## config.mk

```make
export PLATFORM = sky130hd
export DESIGN_NAME = cordic_iter_engine
export DESIGN_NICKNAME = d
export VERILOG_FILES = /design/src/rtl/cordic_pkg.sv /design/src/rtl/cordic_stage.sv /design/src/rtl/cordic_iter_engine.sv
export SDC_FILE = /design/constraint.sdc
export NUM_CORES = 1
export LEC_CHECK = 0
export CORE_ASPECT_RATIO = 0.8
export CORE_MARGIN = 4
export CORE_UTILIZATION = 30
export DETAILED_ROUTE_END_ITERATION = 7
export SYNTH_ARGS = -nofsm -noshare
export SYNTH_HDL_FRONTEND = slang
export SYNTH_SLANG_ARGS = --single-unit
```

## constraint.sdc

```tcl
create_clock -name clk -period 15.2 [get_ports clk]
set_clock_uncertainty 0.05 [all_clocks]
set_input_delay 3.04 -clock clk [delete_from_list [all_inputs] [get_ports clk]]
set_output_delay 3.04 -clock clk [all_outputs]
set_load 0.02 [all_outputs]
```

## src/rtl/cordic_pkg.sv

```systemverilog
// Shared encodings for the iterative CORDIC engine: coordinate-system codes,
// mode codes, controller states and result-status bit positions.
package cordic_pkg;

  localparam logic [1:0] SYS_HYP  = 2'b00;
  localparam logic [1:0] SYS_CIRC = 2'b01;
  localparam logic [1:0] SYS_LIN  = 2'b10;
  localparam logic [1:0] SYS_RSVD = 2'b11;

  localparam logic MODE_ROT = 1'b1;
  localparam logic MODE_VEC = 1'b0;

  typedef enum logic [1:0] {
    ST_IDLE,
    ST_PRE,
    ST_ITER,
    ST_DONE
  } state_e;

  // resStatus = {aborted, zOv, yOv, xOv, ovErr, inpErr}
  localparam int unsigned STS_INP_ERR = 0;
  localparam int unsigned STS_OV_ERR  = 1;
  localparam int unsigned STS_X_OV    = 2;
  localparam int unsigned STS_Y_OV    = 3;
  localparam int unsigned STS_Z_OV    = 4;
  localparam int unsigned STS_ABORTED = 5;
  localparam int unsigned STS_W       = 6;

  // True for hyperbolic shift indices that must run twice: 4, 13, 40, ...
  // (k_{n+1} = 3k_n + 1). Only the first 19 terms fit in 32 bits.
  function automatic logic is_hyp_repeat(input logic [31:0] idx);
    logic [31:0] k;
    logic        hit;
    k   = 32'd4;
    hit = 1'b0;
    for (int unsigned n = 0; n < 19; n++) begin
      if (k == idx) hit = 1'b1;
      k = (k * 32'd3) + 32'd1;
    end
    return hit;
  endfunction

endpackage

```

## src/rtl/cordic_stage.sv

```systemverilog
// One combinational CORDIC micro-rotation: arithmetic shifts, add/sub of
// x, y and z, and the two's-complement overflow flag of each adder.
module cordic_stage
  import cordic_pkg::*;
#(
  parameter int unsigned WIDTH  = 32,
  parameter int unsigned ITER_W = 5
) (
  input  logic [WIDTH-1:0]  x_i,
  input  logic [WIDTH-1:0]  y_i,
  input  logic [WIDTH-1:0]  z_i,
  input  logic [WIDTH-1:0]  angle_i,
  input  logic [ITER_W-1:0] shift_i,
  input  logic [1:0]        sys_i,
  input  logic              mode_i,
  output logic [WIDTH-1:0]  x_o,
  output logic [WIDTH-1:0]  y_o,
  output logic [WIDTH-1:0]  z_o,
  output logic              x_ov_o,
  output logic              y_ov_o,
  output logic              z_ov_o
);

  logic             d_pos;
  logic [WIDTH-1:0] x_sh;
  logic [WIDTH-1:0] y_sh;

  // Returns {overflow, a +/- b}; overflow when the operand signs make the
  // result sign impossible.
  function automatic logic [WIDTH:0] add_sub(input logic [WIDTH-1:0] a,
                                             input logic [WIDTH-1:0] b,
                                             input logic             sub);
    logic [WIDTH-1:0] r;
    logic             ov;
    r  = sub ? (a - b) : (a + b);
    ov = (a[WIDTH-1] != r[WIDTH-1]) && ((a[WIDTH-1] ^ b[WIDTH-1]) == sub);
    return {ov, r};
  endfunction

  assign x_sh = $signed(x_i) >>> shift_i;
  assign y_sh = $signed(y_i) >>> shift_i;

  // Direction decision and the three adders; x is untouched in linear mode.
  always_comb begin
    d_pos          = (mode_i == MODE_ROT) ? ~z_i[WIDTH-1] : y_i[WIDTH-1];
    {y_ov_o, y_o}  = add_sub(y_i, x_sh, ~d_pos);
    {z_ov_o, z_o}  = add_sub(z_i, angle_i, d_pos);
    x_o            = x_i;
    x_ov_o         = 1'b0;
    if (sys_i == SYS_CIRC) begin
      {x_ov_o, x_o} = add_sub(x_i, y_sh, d_pos);
    end else if (sys_i == SYS_HYP) begin
      {x_ov_o, x_o} = add_sub(x_i, y_sh, ~d_pos);
    end
  end

endmodule

```

## src/rtl/cordic_iter_engine.sv

```systemverilog
// Single-job iterative CORDIC engine with valid/ready job and result
// handshakes, external angle LUT and user tag pass-through.
// Optional macro CORDIC_HYP_REPEAT_EN: repeat hyperbolic shift indices
// 4, 13, 40, ... once each for convergence.
module cordic_iter_engine
  import cordic_pkg::*;
#(
  parameter int unsigned WIDTH  = 32,
  parameter int unsigned ITER_W = 5,
  parameter int unsigned TAG_W  = 4
) (
  input  logic              clk,
  input  logic              rst_n,
  input  logic              inValid,
  output logic              inReady,
  input  logic [WIDTH-1:0]  inX,
  input  logic [WIDTH-1:0]  inY,
  input  logic [WIDTH-1:0]  inZ,
  input  logic              inMode,
  input  logic [1:0]        inSys,
  input  logic [ITER_W-1:0] inIter,
  input  logic              inOvStopEn,
  input  logic [TAG_W-1:0]  inTag,
  input  logic              abort,
  output logic              resValid,
  input  logic              resReady,
  output logic [WIDTH-1:0]  resX,
  output logic [WIDTH-1:0]  resY,
  output logic [WIDTH-1:0]  resZ,
  output logic [TAG_W-1:0]  resTag,
  output logic [5:0]        resStatus,
  output logic [ITER_W-1:0] resIterDone,
  output logic [ITER_W-1:0] resOvIter,
  output logic [ITER_W-1:0] lutOffset,
  output logic [1:0]        lutSystem,
  input  logic [WIDTH-1:0]  lutAngle,
  output logic              busy
);

`ifdef CORDIC_HYP_REPEAT_EN
  localparam logic HYP_REPEAT = 1'b1;
`else
  localparam logic HYP_REPEAT = 1'b0;
`endif

  state_e              state_q, state_d;
  logic [WIDTH-1:0]    x_q, x_d, y_q, y_d, z_q, z_d;
  logic                mode_q, mode_d;
  logic [1:0]          sys_q, sys_d;
  logic [ITER_W-1:0]   iter_q, iter_d;
  logic [ITER_W-1:0]   elapsed_q, elapsed_d;
  logic [ITER_W-1:0]   shift_q, shift_d;
  logic [ITER_W-1:0]   ov_iter_q, ov_iter_d;
  logic                ovstop_q, ovstop_d;
  logic [TAG_W-1:0]    tag_q, tag_d;
  logic [STS_W-1:0]    status_q, status_d;
  logic                rep_q, rep_d;
  logic                res_valid_q, res_valid_d;

  logic [WIDTH-1:0]    st_x, st_y, st_z;
  logic                st_xov, st_yov, st_zov;
  logic                ov_now;
  logic                inp_err;
  logic                x_nonpos;
  logic [WIDTH:0]      abs_y;

  cordic_stage #(
    .WIDTH  (WIDTH),
    .ITER_W (ITER_W)
  ) u_stage (
    .x_i     (x_q),
    .y_i     (y_q),
    .z_i     (z_q),
    .angle_i (lutAngle),
    .shift_i (shift_q),
    .sys_i   (sys_q),
    .mode_i  (mode_q),
    .x_o     (st_x),
    .y_o     (st_y),
    .z_o     (st_z),
    .x_ov_o  (st_xov),
    .y_ov_o  (st_yov),
    .z_ov_o  (st_zov)
  );

  // One extra bit so |y| of the most negative value is representable.
  assign abs_y    = y_q[WIDTH-1] ? ({1'b0, ~y_q} + 1'b1) : {1'b0, y_q};
  assign x_nonpos = x_q[WIDTH-1] | (x_q == '0);
  assign ov_now   = st_xov | st_yov | st_zov;

  // Controller: job capture, pre-step, iteration commit and result hold.
  always_comb begin
    state_d     = state_q;
    x_d         = x_q;
    y_d         = y_q;
    z_d         = z_q;
    mode_d      = mode_q;
    sys_d       = sys_q;
    iter_d      = iter_q;
    elapsed_d   = elapsed_q;
    shift_d     = shift_q;
    ov_iter_d   = ov_iter_q;
    ovstop_d    = ovstop_q;
    tag_d       = tag_q;
    status_d    = status_q;
    rep_d       = rep_q;
    res_valid_d = res_valid_q;
    inp_err     = 1'b0;

    unique case (state_q)
      ST_IDLE: begin
        if (inValid) begin
          x_d       = inX;
          y_d       = inY;
          z_d       = inZ;
          mode_d    = inMode;
          sys_d     = inSys;
          iter_d    = inIter;
          ovstop_d  = inOvStopEn;
          tag_d     = inTag;
          status_d  = '0;
          elapsed_d = '0;
          ov_iter_d = '0;
          rep_d     = 1'b0;
          state_d   = ST_PRE;
        end
      end

      ST_PRE: begin
        unique case (sys_q)
          SYS_CIRC: begin
            // Fold operands outside +/-90 deg by a 180 deg rotation.
            if (((mode_q == MODE_ROT) && (z_q[WIDTH-1] ^ z_q[WIDTH-2])) ||
                ((mode_q == MODE_VEC) && x_q[WIDTH-1])) begin
              x_d = '0 - x_q;
              y_d = '0 - y_q;
              z_d = {~z_q[WIDTH-1], z_q[WIDTH-2:0]};
            end
          end
          SYS_HYP: begin
            if ((mode_q == MODE_VEC) && (x_nonpos || (abs_y >= {1'b0, x_q})))
              inp_err = 1'b1;
          end
          SYS_LIN: begin
            if ((mode_q == MODE_VEC) && (x_q == '0))
              inp_err = 1'b1;
          end
          default: inp_err = 1'b1;
        endcase
        shift_d               = (sys_q == SYS_HYP) ? ITER_W'(1) : '0;
        elapsed_d             = '0;
        rep_d                 = 1'b0;
        status_d[STS_INP_ERR] = inp_err;
        state_d               = (inp_err || (iter_q == '0)) ? ST_DONE : ST_ITER;
      end

      ST_ITER: begin
        if (abort) begin
          status_d[STS_ABORTED] = 1'b1;
          state_d               = ST_DONE;
        end else begin
          x_d                  = st_x;
          y_d                  = st_y;
          z_d                  = st_z;
          status_d[STS_X_OV]   = status_q[STS_X_OV] | st_xov;
          status_d[STS_Y_OV]   = status_q[STS_Y_OV] | st_yov;
          status_d[STS_Z_OV]   = status_q[STS_Z_OV] | st_zov;
          status_d[STS_OV_ERR] = status_d[STS_X_OV] | status_d[STS_Y_OV] |
                                 status_d[STS_Z_OV];
          if (ov_now && !status_q[STS_OV_ERR]) ov_iter_d = shift_q;
          elapsed_d = elapsed_q + 1'b1;
          // A repeated index holds the shift (and LUT offset) for one more cycle.
          if (HYP_REPEAT && (sys_q == SYS_HYP) && !rep_q &&
              is_hyp_repeat(32'(shift_q))) begin
            rep_d = 1'b1;
          end else begin
            rep_d = 1'b0;
            if (shift_q != '1) shift_d = shift_q + 1'b1;
          end
          if ((elapsed_d == iter_q) || (ovstop_q && ov_now)) state_d = ST_DONE;
        end
      end

      ST_DONE: begin
        res_valid_d = 1'b1;
        if (res_valid_q && resReady) begin
          res_valid_d = 1'b0;
          state_d     = ST_IDLE;
        end
      end

      default: state_d = ST_IDLE;
    endcase
  end

  // State and datapath registers; reset discards any job in flight.
  always_ff @(posedge clk or negedge rst_n) begin
    if (!rst_n) begin
      state_q     <= ST_IDLE;
      x_q         <= '0;
      y_q         <= '0;
      z_q         <= '0;
      mode_q      <= 1'b0;
      sys_q       <= SYS_CIRC;
      iter_q      <= '0;
      elapsed_q   <= '0;
      shift_q     <= '0;
      ov_iter_q   <= '0;
      ovstop_q    <= 1'b0;
      tag_q       <= '0;
      status_q    <= '0;
      rep_q       <= 1'b0;
      res_valid_q <= 1'b0;
    end else begin
      state_q     <= state_d;
      x_q         <= x_d;
      y_q         <= y_d;
      z_q         <= z_d;
      mode_q      <= mode_d;
      sys_q       <= sys_d;
      iter_q      <= iter_d;
      elapsed_q   <= elapsed_d;
      shift_q     <= shift_d;
      ov_iter_q   <= ov_iter_d;
      ovstop_q    <= ovstop_d;
      tag_q       <= tag_d;
      status_q    <= status_d;
      rep_q       <= rep_d;
      res_valid_q <= res_valid_d;
    end
  end

  assign inReady     = (state_q == ST_IDLE);
  assign busy        = (state_q != ST_IDLE);
  assign resValid    = res_valid_q;
  assign resX        = x_q;
  assign resY        = y_q;
  assign resZ        = z_q;
  assign resTag      = tag_q;
  assign resStatus   = status_q;
  assign resIterDone = elapsed_q;
  assign resOvIter   = ov_iter_q;
  assign lutOffset   = shift_q;
  assign lutSystem   = sys_q;

endmodule

```

==> impl_metrics.py, run 1 <==
metrics = {
    "clock_tree": {
        "holdBufCountCts": 0,
        "cts_setup_buffers": 0,
        "cts_buffers": 17,
        "htree_levels": 4,
        "ctsLongestPathBuffers": 2,
        "cts_tree": "yes",
        "cts_resized": 0,
        "clock_latency_ns": 0.49,
        "clk_pin_slew_ns": 0.08,
        "root_buffer": "clkbuf_16",
        "numClockSinks": 133,
    },
    "setup_path": {
        "crit_type": "in2reg",
        "worstPathArrival_ns": 9.43,
        "slowest_delay_ns": 0.76,
        "cp-end-kind": "flop",
        "critPathRequiredTime_ns": 15.55,
        "critical_path.slowest_cell": "a211oi_1",
        "rr_worst_depth": 23,
        "path_cells": "clkdlybuf4s50_1, inv_1, ha_1, nand3b_1, nor2_1, nand2_1, nor4_1, nand2_1, or2_2, o21ai_0, xor2_1, ha_1, a21o_1, a21o_1, a21oi_1, o21ai_0, and2_1, a211oi_1, mux2i_1, nand4_1, nor3b_1, or3_1, mux2i_1",
        "start_kind": "primary input",
        "crit_fanout": 5,
    },
    "synthesis": {
        "yosys.cell_count.top_type": "nand2_1",
        "synth.largest_area_cell": "dfrtp_1",
        "ys_types": 84,
        "synth_edf_count": 0,
        "synth_seq_cells": 133,
        "ys.flop_type": "dfrtp_1",
        "syn-num-nets": 3018,
        "ys_seq_area_share_pct": 16.3,
        "ys_async_sr_fraction_pct": 100,
        "yosysWarnings": 0,
        "synth.area.top_cells": "dfrtp_1, ha_1, xnor2_1",
        "syn-cell-area_sq_um": 20400,
        "netlist.area_leader.share_pct": 16.2,
        "synth_cells": 2697,
        "syn_area_per_cell_sq_um": 7.56,
        "synth_top_cells_by_count": "nand2_1, nor2_1, a21oi_1, o21ai_0, ha_1",
    },
    "route": {
        "dr_total_vias": 21300,
        "first_pass_iters": 6,
        "drt_iter0_drc": 2290,
        "drt-vias-per-instance": 5.67,
        "drt_wl_total_microns": 81900,
        "wl_per_cell_microns": 21.8,
        "ant_nets": 0,
        "drc": 0,
    },
    "final_layout": {
        "final_nets": 3141,
        "drive_gt1_share_pct": 7.06,
        "syn_to_final_growth_pct": 19.4,
        "final_util_pct": 36.1,
    },
    "sta": {
        "min_period_ns": 9.08,
        "setup_viol": 0,
        "fin_crit_sh_pct": 59.7,
        "finalSetupTns_ns": 0,
        "slew_headroom_pct": 31.1,
        "slew_viol_final": 0,
        "fmax_mhz": 110,
        "worst_slew_pin_slew_ns": 1.03,
        "rsz0062_at_grt": "false",
        "final_hold_viol_count": 0,
    },
    "global_route": {
        "grt_max_degree": 81,
        "first_global_vias": 19700,
        "antenna_found_initial": 6,
        "track_usage_pct": 21.9,
        "grt_overflow": 0,
        "grt_pass1_wl_microns": 124000,
    },
    "hold_path": {
        "hold_class": "reg2reg",
        "holdPathStages": 1,
    },
    "outcome": {
        "status": "finished, final reports clean",
    },
    "job": {
        "max_cap_violations": 0,
    },
    "die": {
        "pin_count": 272,
        "die_h_microns": 241,
        "start_util_pct": 30.3,
        "rows": 85,
        "coreArea_sq_um": 67300,
        "dieArea_sq_um": 72200,
        "dieWidth_microns": 299,
    },
    "place": {
        "gp_congestion": 0.980,
        "hpwl_microns": 63200,
        "port_buffers": 271,
    },
}
==> metal layers <==
metal | global-route usage (%) | vias to the layer above | part of all wire [%] | wire, microns
met5 | 0 | - | 0.028 | 23
met4 | 7.10 | 4 | 2.8 | 2320
met3 | 4.13 | 118 | 7.3 | 5970
met2 | 34.4 | 871 | 45 | 36700
met1 | 30.3 | 10200 | 45 | 36900
li1 | - | 10000 | - | -
==> worst max-delay path: cells and delay by family <==
family | cells | cell delay, ns
AO/OA/AOI/OAI | 6 | 1.69
AND/OR/NAND/NOR | 10 | 2.79
buffers and inverters | 2 | 0.59
multiplexers | 2 | 0.67
XOR/XNOR | 1 | 0.17
adder cells (fa/ha/maj) | 2 | 0.51
==> stage by stage <==
| step | area, sq um | cells | setup WS (ns) | hold WS, ns |
|---|---|---|---|---|
| 2_1_floorplan | 20400 | 2697 | 7.80 | 0.453 |
| 3_3_place_gp | 23700 | 3714 | 5.96 | 0.441 |
| 3_5_place_dp | 23700 | 3714 | 5.82 | 0.442 |
| 4_1_cts | 24300 | 3746 | 6.33 | 0.461 |
| 5_1_grt | 24300 | 3748 | 5.87 | 0.483 |
| 6_report | 24300 | 3750 | 6.12 | 0.458 |
==> cells by family after synthesis <==
kind of cell | Yosys count | share of synthesized area (%)
AO/OA/AOI/OAI | 845 | 27.1
AND/OR/NAND/NOR | 837 | 18.9
buffers and inverters | 330 | 6.30
XOR/XNOR | 235 | 10.1
adder cells (fa/ha/maj) | 175 | 10.9
multiplexers | 142 | 10.3
flip-flops | 133 | 16.3
==> placed cells by master (no fill, tap or decap), types with 13 or more instances in the layout <==
cell             count
mux4_2              51
nor3_1              62
nor4_1              15
xnor2_1            161
o31ai_1             48
o21a_1              33
mux2i_1             53
buf_4               29
or4_1               13
clkbuf_16           17
o22ai_1             22
xor2_1              72
nand3_1             43
a221oi_1            39
a22oi_1             35
nand2_1            297
nand2b_1            32
a21o_1              73
a21oi_1            196
dfrtp_1            126
nor2_1             232
a31oi_1             20
mux2_2              37
o21ai_0            192
inv_1              130
nor2b_1             24
nand4_1             26
or2_2               13
a211oi_1            38
and3_1              15
o21bai_1            29
or3_1               24
ha_1               168
o211ai_1            22
clkdlybuf4s50_1    270
==> final timing paths <==
path                           endpoint         start  slack (ns)
setup reg to reg           resOvIter[4]  lutOffset[0]        6.60
hold reg to reg               resTag[3]     resTag[3]        0.46
hold / removal                resTag[3]     resTag[3]        0.46
max in group asynchronous  lutOffset[0]         rst_n       11.14
setup / recovery           resOvIter[4]   lutAngle[1]        6.12
min in group asynchronous      resZ[19]         rst_n        2.54
==> cell type report <==
class	instances	area (sq um)
multi-input cells	2234	15800
clock buffers	17	425
clock inverters	15	148
inverters	134	503
flip-flops and latches	133	3340
repair buffers	300	2930
fillers	7086	43000
diodes	4	10.0
well taps	913	1140
==> state kept, by name (all words and copies together) (netlist names) <==
register and flops:
resX 32, resY 32, resZ 32, resStatus 6, iter_q 5, lutOffset 5
resIterDone 5, resOvIter 5, resTag 4, lutSystem 2, state_q 2, mode_q 1
ovstop_q 1, resValid 1
Power of run 1 is not shown: default switching activity piles up to over one toggle a cycle in this logic, so the estimate is an artifact.
==> inputs of run 2 (changes only) <==
- clock period: 15.2 -> 9 ns (I/O delays scaled with it)
==> run 2 against run 1 <==
Against the previous run:
- sequential share of layout area barely moved
- global-route usage rose by 0.95 points
- routed wire length rose by 3.7%
- via count rose by 0.45%
- register-to-register slack got worse by 5.6 ns
- critical endpoint is now resOvIter[2]
==> impl_metrics.py, run 2 (same netlist as run 1, synthesis figures left out) <==
metrics = {
    "hold_path": {
        "hold-path-endpoint": "resZ[26]",
        "hold_class": "reg2reg",
        "hp-start": "resZ[26]",
        "holdPathStages": 2,
    },
    "clock_tree": {
        "ctsLongestPathBuffers": 2,
        "numClockSinks": 133,
        "htree_levels": 4,
        "cts_setup_buffers": 0,
        "root_buffer": "clkbuf_16",
        "clk_pin_slew_ns": 0.07,
        "cts_resized": 0,
        "clock_latency_ns": 0.50,
        "cts_tree": "yes",
        "cts_buffers": 17,
        "holdBufCountCts": 0,
    },
    "route": {
        "dr_total_vias": 21400,
        "wl_per_cell_microns": 22.6,
        "drt-vias-per-instance": 5.68,
        "ant_nets": 0,
        "drt_wl_total_microns": 84900,
        "drc": 0,
        "first_pass_iters": 5,
        "drt_iter0_drc": 2082,
    },
    "final_layout": {
        "final_area_sq_um": 24400,
        "drive_gt1_share_pct": 7.39,
        "syn_to_final_growth_pct": 19.8,
        "layout_common_cells": "nand2_1, clkdlybuf4s50_1, nor2_1",
        "nFillCells": 7000,
        "final_common_cell": "nand2_1",
        "final_nets": 3151,
    },
    "sta": {
        "slew_headroom_pct": 24.9,
        "timing.final.ws_setup_ns": 0.992,
        "worst_slew_pin_slew_ns": 1.10,
        "final_hold_viol_count": 0,
        "fmax_mhz": 125,
        "finalSetupTns_ns": 0,
        "slew_viol_final": 0,
        "hold_ws_ns": 0.466,
        "min_period_ns": 8.01,
        "setup_viol": 0,
        "fin_crit_sh_pct": 89.0,
        "rsz0062_at_grt": "false",
    },
    "global_route": {
        "grt_pass1_wl_microns": 127000,
        "grt_overflow": 0,
        "first_global_vias": 20100,
        "antenna_found_initial": 4,
        "grt_max_degree": 72,
        "track_usage_pct": 22.8,
    },
    "setup_path": {
        "crit_fanout": 53,
        "rr_startpoint": "lutOffset[0]",
        "r2r_end": "resOvIter[2]",
        "critPathRequiredTime_ns": 9.36,
        "rr_worst_depth": 23,
        "start_kind": "flop",
        "r2r_slack_ns": 0.99,
        "worstPathArrival_ns": 8.37,
        "crit_type": "reg2reg",
        "cp-end-kind": "flop",
    },
    "die": {
        "start_util_pct": 30.3,
        "die_h_microns": 241,
        "dieWidth_microns": 299,
        "rows": 85,
        "pin_count": 272,
        "dieArea_sq_um": 72200,
        "coreArea_sq_um": 67300,
    },
    "place": {
        "gp_congestion": 0.970,
        "placed_area_sq_um": 23800,
        "port_buffers": 271,
        "preCtsSetupSlack_ns": 1.19,
        "hpwl_microns": 65600,
    },
    "outcome": {
        "status": "finished, final reports clean",
    },
    "job": {
        "max_cap_violations": 0,
    },
}
[run 2: worst max path at each step]
stage            startpoint            to  depth (start not counted)
6_report       lutOffset[0]  resOvIter[2]                         23
5_1_grt        lutOffset[0]  resOvIter[2]                         23
4_1_cts        lutOffset[0]  resOvIter[2]                         23
3_5_place_dp   lutOffset[0]  resOvIter[3]                         23
3_3_place_gp   lutOffset[0]  resOvIter[3]                         23
2_1_floorplan  lutOffset[1]  resOvIter[4]                         27
[run 2: layer usage]
layer  global-route usage, %  up-vias  wire length, microns
li1                        -    10100                     -
met1                    32.0    10200                 38600
met2                    34.9      900                 37000
met3                    4.18      141                  6260
met4                    8.61        4                  2980
met5                       0        -                    26
[run 2: cell type report]
| class | instances | area, sq um | share of cell area, % |
|---|---|---|---|
| timing repair buffer | 310 | 3010 | 12.3 |
| antenna | 4 | 10.0 | 0.0410 |
| clock buffer | 17 | 425 | 1.74 |
| sequential | 133 | 3340 | 13.7 |
| inverter | 134 | 503 | 2.06 |
| clock inverter | 15 | 160 | 0.656 |
| multi-input combinational | 2234 | 15800 | 64.8 |
| tap | 913 | 1140 | 4.68 |
[run 2: through the flow]
step                std cells  utilization (%)
global placement         3724             35.4
detailed placement       3724             35.4
CTS                      3756             36.3
finish                   3760             36.3
global route             3757             36.3
floorplan                2697                -
[run 2: worst max-delay path, stage by stage, from the launching register on]
cell and delay, ns:
dfrtp_4 0.93, or2_2 0.33, mux2i_1 0.59, o21ai_0 0.34, a211oi_1 0.62, nand3_1 0.34
nor2_1 0.26, inv_1 0.12, o21ai_0 0.22, xor2_1 0.11, ha_1 0.24, a211oi_1 0.21
nor2_1 0.12, or4_1 0.47, o21ai_0 0.26, buf_4 0.20, o31ai_1 0.15, a311oi_1 0.54
o31a_1 0.30, xor2_1 0.18, mux2_1 0.34, nor3b_1 0.41, or3_1 0.34, mux2i_1 0.24
Power of run 2 is left out for the same reason.
==> inputs of run 3 (changes only) <==
- RECOVER_POWER: unset -> 50
- SLEW_MARGIN: unset -> 30
==> run 3 against run 2 <==
Against the previous run:
- the run now ends with capacitance limit, slew limit left
- register-to-register slack worse by 0.03 ns
- via count up 0.13%
- first-iteration DRC count down 8.1%
- routed wire length about the same
- highest routed layer unchanged
- die area unchanged
- critical endpoint unchanged
==> impl_metrics.py, run 3 (same netlist as run 1, synthesis figures left out) <==
metrics = {
    "outcome": {
        "status": "finished, violations left",
        "violations": "capacitance limit, slew limit",
    },
    "die": {
        "dieWidth_microns": 299,
        "dieArea_sq_um": 72200,
        "coreArea_sq_um": 67300,
        "start_util_pct": 30.3,
        "pin_count": 272,
        "die_h_microns": 241,
        "rows": 85,
    },
    "setup_path": {
        "r2r_end": "resOvIter[2]",
        "slowest_delay_ns": 0.93,
        "path_cells": "or2_2, mux2i_1, o21ai_0, a211oi_1, nand3_1, nor2_1, inv_1, o21ai_0, xor2_1, ha_1, a211oi_1, nor2_1, or4_1, o21ai_0, buf_4, o31ai_1, a311oi_1, o31a_1, xor2_1, mux2_1, nor3b_1, or3_1, mux2i_1",
        "crit_fanout": 53,
        "critical_path.top_delay_family": "compound AO/OA/AOI/OAI gates",
        "critical_path.slowest_cell": "dfrtp_4",
        "critical_path_buf_inv_count": 2,
        "r2r_slack_ns": 0.96,
        "rr_startpoint": "lutOffset[0]",
        "crit_type": "reg2reg",
        "crit_path_frequent_cell": "o21ai_0",
        "rr_worst_depth": 23,
        "start_kind": "flop",
        "cp-end-kind": "flop",
        "worstPathArrival_ns": 8.40,
        "critPathRequiredTime_ns": 9.36,
    },
    "route": {
        "wl_per_cell_microns": 22.6,
        "drc": 0,
        "drt_wl_total_microns": 84900,
        "drt_iter0_drc": 1914,
        "ant_nets": 0,
        "dr_total_vias": 21400,
        "drt-vias-per-instance": 5.69,
        "first_pass_iters": 5,
    },
    "hold_path": {
        "holdPathStages": 1,
        "hold-path-endpoint": "resTag[0]",
        "hp-start": "resTag[0]",
        "hold_class": "reg2reg",
    },
    "clock_tree": {
        "cts_resized": 0,
        "cts_setup_buffers": 0,
        "htree_levels": 4,
        "numClockSinks": 133,
        "cts_buffers": 17,
        "clock_latency_ns": 0.50,
        "ctsLongestPathBuffers": 2,
        "cts_tree": "yes",
        "holdBufCountCts": 0,
        "root_buffer": "clkbuf_16",
        "clk_pin_slew_ns": 0.06,
    },
    "place": {
        "hpwl_microns": 65600,
        "port_buffers": 271,
        "gp_congestion": 0.970,
    },
    "sta": {
        "setup_viol": 0,
        "fmax_mhz": 124,
        "final_hold_viol_count": 0,
        "min_period_ns": 8.04,
        "rsz0062_at_grt": "false",
        "slew_headroom_pct": -128,
        "finalSetupTns_ns": 0,
        "fin_crit_sh_pct": 89.3,
        "worst_slew_pin_slew_ns": 3.43,
        "slew_viol_final": 138,
    },
    "global_route": {
        "grt_pass1_wl_microns": 127000,
        "first_global_vias": 20100,
        "grt_max_degree": 72,
        "antenna_found_initial": 4,
        "grt_overflow": 0,
        "track_usage_pct": 22.8,
    },
    "final_layout": {
        "final_nets": 3151,
        "final_common_cell": "nand2_1",
        "syn_to_final_growth_pct": 19.7,
        "drive_gt1_share_pct": 7.32,
        "layout_common_cells": "nand2_1, nor2_1, clkdlybuf4s50_1",
    },
    "job": {
        "max_cap_violations": 3,
    },
}
==> run 3: changes by cell type in the layout (fill, tap and decap cells not counted), sizes merged <==
cell           before  now
buf                40   37
clkbuf             17   20
clkdlybuf4s50     270  229
dlygate4sd3         0   41
==> run 3: how the worst max path moves through the flow <==
stage                     depth (start not counted)          from      endpoint
after detailed placement                         23  lutOffset[0]  resOvIter[3]
after global routing                             23  lutOffset[0]  resOvIter[2]
after CTS                                        23  lutOffset[0]  resOvIter[2]
final                                            23  lutOffset[0]  resOvIter[2]
after global placement                           23  lutOffset[0]  resOvIter[3]
after floorplan                                  27  lutOffset[1]  resOvIter[4]
==> run 3: per-stage QoR <==
stage               setup WS [ns]  utilization, %  area, sq um  hold WS [ns]  instances
detailed placement           1.19            35.4        23800         0.452       3724
finish                      0.963            36.3        24400         0.457       3760
global placement             1.35            35.4        23800         0.437       3724
floorplan                    2.16               -        20400         0.453       2697
CTS                          1.14            36.3        24400         0.471       3756
global route                0.388            36.2        24400         0.479       3757
==> run 3: final cells by class <==
class,instances,area (sq um)
Clock inverter,15,160
Timing Repair Buffer,310,2990
Fill cell,7000,42900
Sequential cell,133,3340
Clock buffer,17,425
Multi-Input combinational cell,2234,15800
Tap cell,913,1140
Antenna cell,4,10.0
Inverter,134,503
==> run 3: layer usage <==
| metal | vias up | share of wire (%) | track usage [%] |
|---|---|---|---|
| li1 | 10100 | - | - |
| met2 | 895 | 44 | 34.9 |
| met1 | 10300 | 45 | 32.0 |
| met5 | - | 0.031 | 0 |
| met3 | 137 | 7.4 | 4.18 |
| met4 | 4 | 3.5 | 8.61 |
Power of run 3 is left out for the same reason.
